### src/rtl/cmd_ctrl.sv
// Byte-command controller: parses UART RX commands into register file strobes and ALU
// triggers, and returns read data / ALU results to UART TX over a valid/busy handshake.
module cmd_ctrl #(
  parameter int DATA_WIDTH = 8,
  parameter int ADDR_WIDTH = 4
) (
  input  logic                      clk,
  input  logic                      reset,
  input  logic [DATA_WIDTH-1:0]     rx_data,
  input  logic                      rx_valid,
  input  logic [DATA_WIDTH-1:0]     reg_rd_data,
  input  logic                      reg_rd_valid,
  input  logic [2*DATA_WIDTH-1:0]   alu_out,
  input  logic                      alu_out_valid,
  input  logic                      tx_busy,
  output logic [ADDR_WIDTH-1:0]     reg_addr,
  output logic [DATA_WIDTH-1:0]     reg_wr_data,
  output logic                      reg_wr_en,
  output logic                      reg_rd_en,
  output logic                      alu_en,
  output logic [3:0]                alu_fun,
  output logic [DATA_WIDTH-1:0]     tx_data,
  output logic                      tx_valid
);

  localparam logic [3:0] IDLE     = 4'd0;
  localparam logic [3:0] WR_ADDR  = 4'd1;
  localparam logic [3:0] WR_DATA  = 4'd2;
  localparam logic [3:0] RD_ADDR  = 4'd3;
  localparam logic [3:0] RD_WAIT  = 4'd4;
  localparam logic [3:0] ALU_A    = 4'd5;
  localparam logic [3:0] ALU_B    = 4'd6;
  localparam logic [3:0] ALU_FUN  = 4'd7;
  localparam logic [3:0] ALU_WAIT = 4'd8;
  localparam logic [3:0] TX_LO    = 4'd9;
  localparam logic [3:0] TX_HI    = 4'd10;

  localparam logic [DATA_WIDTH-1:0] CMD_WR      = DATA_WIDTH'(8'hAA);
  localparam logic [DATA_WIDTH-1:0] CMD_RD      = DATA_WIDTH'(8'hBB);
  localparam logic [DATA_WIDTH-1:0] CMD_ALU_OPS = DATA_WIDTH'(8'hCC);
  localparam logic [DATA_WIDTH-1:0] CMD_ALU     = DATA_WIDTH'(8'hDD);

  logic [3:0]            state;
  logic [ADDR_WIDTH-1:0] addr;
  logic [DATA_WIDTH-1:0] result_hi;
  logic                  is_alu;

  // The low result byte goes straight into tx_data on capture; only the high byte is kept.
  always_ff @(posedge clk or negedge reset) begin
    if (!reset) begin
      state       <= IDLE;
      addr        <= '0;
      result_hi   <= '0;
      is_alu      <= 1'b0;
      reg_addr    <= '0;
      reg_wr_data <= '0;
      reg_wr_en   <= 1'b0;
      reg_rd_en   <= 1'b0;
      alu_en      <= 1'b0;
      alu_fun     <= '0;
      tx_data     <= '0;
      tx_valid    <= 1'b0;
    end else begin
      reg_wr_en <= 1'b0;
      reg_rd_en <= 1'b0;
      case (state)
        IDLE: begin
          if (rx_valid) begin
            if (rx_data == CMD_WR)           state <= WR_ADDR;
            else if (rx_data == CMD_RD)      state <= RD_ADDR;
            else if (rx_data == CMD_ALU_OPS) state <= ALU_A;
            else if (rx_data == CMD_ALU)     state <= ALU_FUN;
          end
        end
        WR_ADDR: begin
          if (rx_valid) begin
            addr  <= rx_data[ADDR_WIDTH-1:0];
            state <= WR_DATA;
          end
        end
        WR_DATA: begin
          if (rx_valid) begin
            reg_addr    <= addr;
            reg_wr_data <= rx_data;
            reg_wr_en   <= 1'b1;
            state       <= IDLE;
          end
        end
        RD_ADDR: begin
          if (rx_valid) begin
            reg_addr  <= rx_data[ADDR_WIDTH-1:0];
            reg_rd_en <= 1'b1;
            state     <= RD_WAIT;
          end
        end
        RD_WAIT: begin
          if (reg_rd_valid) begin
            result_hi <= '0;
            is_alu    <= 1'b0;
            tx_data   <= reg_rd_data;
            tx_valid  <= 1'b1;
            state     <= TX_LO;
          end
        end
        ALU_A: begin
          if (rx_valid) begin
            reg_addr    <= '0;
            reg_wr_data <= rx_data;
            reg_wr_en   <= 1'b1;
            state       <= ALU_B;
          end
        end
        ALU_B: begin
          if (rx_valid) begin
            reg_addr    <= ADDR_WIDTH'(1);
            reg_wr_data <= rx_data;
            reg_wr_en   <= 1'b1;
            state       <= ALU_FUN;
          end
        end
        ALU_FUN: begin
          if (rx_valid) begin
            alu_fun <= rx_data[3:0];
            alu_en  <= 1'b1;
            state   <= ALU_WAIT;
          end
        end
        ALU_WAIT: begin
          if (alu_out_valid) begin
            alu_en    <= 1'b0;
            result_hi <= alu_out[2*DATA_WIDTH-1:DATA_WIDTH];
            is_alu    <= 1'b1;
            tx_data   <= alu_out[DATA_WIDTH-1:0];
            tx_valid  <= 1'b1;
            state     <= TX_LO;
          end
        end
        TX_LO: begin
          if (!tx_busy) begin
            if (is_alu) begin
              tx_data <= result_hi;
              state   <= TX_HI;
            end else begin
              tx_valid <= 1'b0;
              state    <= IDLE;
            end
          end
        end
        TX_HI: begin
          if (!tx_busy) begin
            tx_valid <= 1'b0;
            state    <= IDLE;
          end
        end
        default: state <= IDLE;
      endcase
    end
  end

endmodule

### config.mk
export PLATFORM = sky130hd
export DESIGN_NAME = cmd_ctrl
export DESIGN_NICKNAME = d
export VERILOG_FILES = /design/src/rtl/cmd_ctrl.sv
export SDC_FILE = /design/constraint.sdc
export NUM_CORES = 1
export LEC_CHECK = 0
export CORE_UTILIZATION = 50
export DETAILED_ROUTE_END_ITERATION = 8
export DONT_BUFFER_PORTS = 1
export REMOVE_ABC_BUFFERS = 1
export SLEW_MARGIN = 25
export SYNTH_ARGS = -nofsm -noshare
export SYNTH_HDL_FRONTEND = slang
export SYNTH_SLANG_ARGS = --single-unit
### constraint.sdc
create_clock -name clk -period 1.9 [get_ports clk]
set_input_delay 0.285 -clock clk [delete_from_list [all_inputs] [get_ports clk]]
set_output_delay 0.285 -clock clk [all_outputs]
set_load 0.03 [all_outputs]
==> impl_metrics.tcl <==
set metrics [dict create \
    synth_ff_type "dfrtp_1" \
    drv_cap 0 \
    startpoint_type "flip-flop" \
    grt-ovfl-total 0 \
    synth_edf_count 0 \
    synth-compound-area-share_pct 14.4 \
    final.setup.tns_ns 0 \
    grt_pass1_wl_mm 7.65 \
    cts_tree "done" \
    final-setup-viol-count 0 \
    combPwrFrac_pct 35.9 \
    cts-root-buf "clkbuf_8" \
    dieArea_mm2 0.00471 \
    arrival_ns 2.01 \
    startpoint "state[3]$_DFFE_PN0P_" \
    post_cts_buffers 0 \
    status "finished, final reports clean" \
    synthAdderAreaFrac_pct 0 \
    power_density_mw_per_mm2 1910 \
    antenna_cells 0 \
    slew_headroom_pct 63.7 \
    grt_max_degree 46 \
    crit_path_max_fanout 17 \
    crit_slowest_cell "dfrtp_2" \
    end_kind "flip-flop" \
    area_growth_pct 13.0 \
    yosys.area_share.simple_pct 13.0 \
    intPower_mw 2.76 \
    ant_nets 0 \
    worstMarginPinSlew_ns 0.542 \
    nets 241 \
    yosysUniqueCellTypes 44 \
    whs_path_depth 1 \
    fin_crit_sh_pct 96.1 \
    placed_cell_area_mm2 0.00234 \
    hold_slack_ns 0.115 \
    clockPowerShare_pct 16.0 \
    num_rows 23 \
    fin_area_mm2 0.00251 \
    io_pins 66 \
    die_w_um 68.7 \
    grt_usage_pct 22.8 \
    rrSetupSlack_ns 0.07 \
    portBuffers 0 \
    nFillCells 358 \
    path_delay_family "compound AO/OA/AOI/OAI gates" \
    routed_wl_mm 4.88 \
    maxSlewViolCount 0 \
    clkTransAtPathRegs_ns 0.09 \
    hp-class "primary input to flip-flop" \
    htreeDepth 2 \
    hold_start "alu_out[13]" \
    cts.sinks 45 \
    ys_top_cells_by_area "dfrtp_1 51%, mux2_2 14%, a22o_1 4.3%" \
    antenna_found_initial 0 \
    yosysTopAreaCell "dfrtp_1" \
    seqCellArea_mm2 0.00113 \
    regToRegStartpoint "state[3]$_DFFE_PN0P_" \
    worstSetupPathType "flip-flop to flip-flop" \
    grt_pass1_vias 1548 \
    switching_share_pct 42.5 \
    max_freq_mhz 548 \
    route.detailed.drc 0 \
    slowest_delay_ns 0.51 \
    cts_buffers 5 \
    synth_top_family_by_area "multiplexers" \
    post_drt_wl_per_cell_um 19.2 \
    avgSynthCellArea_um2 11.7 \
    synthCells 190 \
    switchingPower_mw 2.04 \
    num_vias 1534 \
    max-vdd-ir-drop_uv 976 \
    ys_warn_count 0 \
    clock-skew-final_ns 0.00643 \
    drtPass1Iterations 4 \
    worstPathCellList "nor3b_2, a31oi_1, nand4_1, o21bai_2, mux2_2" \
    clock_latency_ns 0.30 \
    dieHeight_um 68.7 \
    hold_viol_final 0 \
    multi_input_area_mm2 0.00104 \
    power.total_mw 4.79 \
    cp.required_ns 2.09 \
    drive_above_1_share_pct 29.4 \
    synth_xor_area_share_pct 0.788 \
    coreArea_mm2 0.00414 \
    period_minus_slack_ns 1.83 \
    vias_per_cell 6.04 \
    async_flop_share_pct 100 \
    reg2reg_depth 5 \
    drt_first_iter_violations 143 \
    synth-seq-area-share_pct 50.7 \
    synthMuxAreaShare_pct 18.3 \
    cp_num_cells 5 \
    synth-seq-cells 45 \
    ctsLongestPathBuffers 2 \
    netlist_area_mm2 0.00222 \
    initial_core_util_pct 53.6 \
    synth_top_area_share_pct 50.7 \
    hpwl_mm 3.42 \
    pwr-share-seq_pct 48.2 \
    routabilityCongestion 0.823 \
    path_buf_inv 0 \
    leakage_nw 1.10 \
]
[worst register-to-register path, stage by stage (launching register included)]
cell      delay (ns)
dfrtp_2         0.51
nor3b_2         0.20
a31oi_1         0.26
nand4_1         0.18
o21bai_2        0.26
mux2_2          0.29
[cells in the mapped netlist, types with 2 or more instances]
library cell  instances
buf_4                 3
nand2_1               7
mux2i_1               8
dfrtp_1              45
a22o_1               11
mux2_1                2
a21oi_1              13
nor3b_1               3
nand3_1               2
mux2_2               27
clkbuf_1              2
o21ai_0               5
nor2b_1               3
inv_1                 5
buf_2                 3
nand4bb_1             2
a21o_1                3
nand2b_1              3
nand4_1               3
nor2_1               16
[per-layer routing]
layer / global-route usage [%] / wire length (um) / vias up
met3: 7.24 / 433 / 5
met4: 9.38 / 74 / 0
met1: 32.5 / 2110 / 741
li1: - / - / 719
met5: 0 / 0 / -
met2: 31.6 / 2250 / 69
[area by class of cell]
type                    count  area share, %
clock buffers               6           3.29
clock inverters             2           1.50
inverters                   5          0.748
multi-input cells         132           41.4
flip-flops and latches     45           45.0
well taps                  50           2.49
repair buffers             14           5.58
[sequential cells by signal, indices dropped and copies added, names as in the netlist, 4 cells and up]
name / flops
addr: 4
reg_wr_data: 8
tx_data: 8
alu_fun: 4
result_hi: 8
reg_addr: 4
state: 4
[cell families (layout without fill, tap and decap cells)]
group	count (synthesis)	count (layout)
buffers and inverters	13	27
xor gates and xnor gates	2	2
muxes	37	37
AOI/OAI and AO/OA	44	44
and+or+nand+nor	49	49
DFF	45	45
[metrics by stage]
stage / cells / util (%) / setup WS (ns)
2_1_floorplan: 182 / - / -0.265
3_3_place_gp: 244 / 56.5 / 0.0512
3_5_place_dp: 244 / 56.5 / 0.0258
4_1_cts: 254 / 60.3 / 0.00843
5_1_grt: 254 / 60.6 / -0.0227
6_report: 254 / 60.6 / 0.0737
[cell usage in the layout (no fill, tap or decap), types with 2 or more instances in the layout]
master / Yosys / layout
nand2b_1: 3 / 3
nor2b_1: 3 / 3
nor2_1: 16 / 16
dfrtp_2: 0 / 3
o21ai_0: 5 / 5
mux2i_1: 8 / 8
a21o_1: 3 / 3
nand4bb_1: 2 / 2
inv_1: 5 / 5
buf_4: 3 / 11
mux2_1: 2 / 2
clkbuf_8: 0 / 6
nand3_1: 2 / 2
a22o_1: 11 / 11
nand4_1: 3 / 3
nand2_1: 7 / 7
mux2_2: 27 / 27
dfrtp_1: 45 / 42
nor3b_1: 3 / 3
a21oi_1: 13 / 13
[power groups by stage]
stage,Sequential [mW],Clock [mW],Combinational [mW]
after global placement,2.29,0,1.63
final,2.31,0.765,1.72
after detailed placement,2.31,0,1.69
after global routing,2.38,0.824,1.89
after CTS,2.30,0.784,1.72
after floorplan,2.25,0,1.19
[what timing repair did]
item,CTS,global route
setup endpoints to repair,0,15
endpoints found under the hold margin,45,0
hold buffers,2,0
resized for setup,0,4
[path summary, 6_finish.rpt]
path,endpoint
hold reg to reg,result_hi[3]$_DFFE_PN0P_
setup reg to reg,state[2]$_DFFE_PN0P_
setup / recovery,state[2]$_DFFE_PN0P_
min in group asynchronous,addr[0]$_DFFE_PN0P_
max in group asynchronous,state[2]$_DFFE_PN0P_
hold / removal,result_hi[5]$_DFFE_PN0P_
No activity file was read; power rests on OpenSTA's default activity.
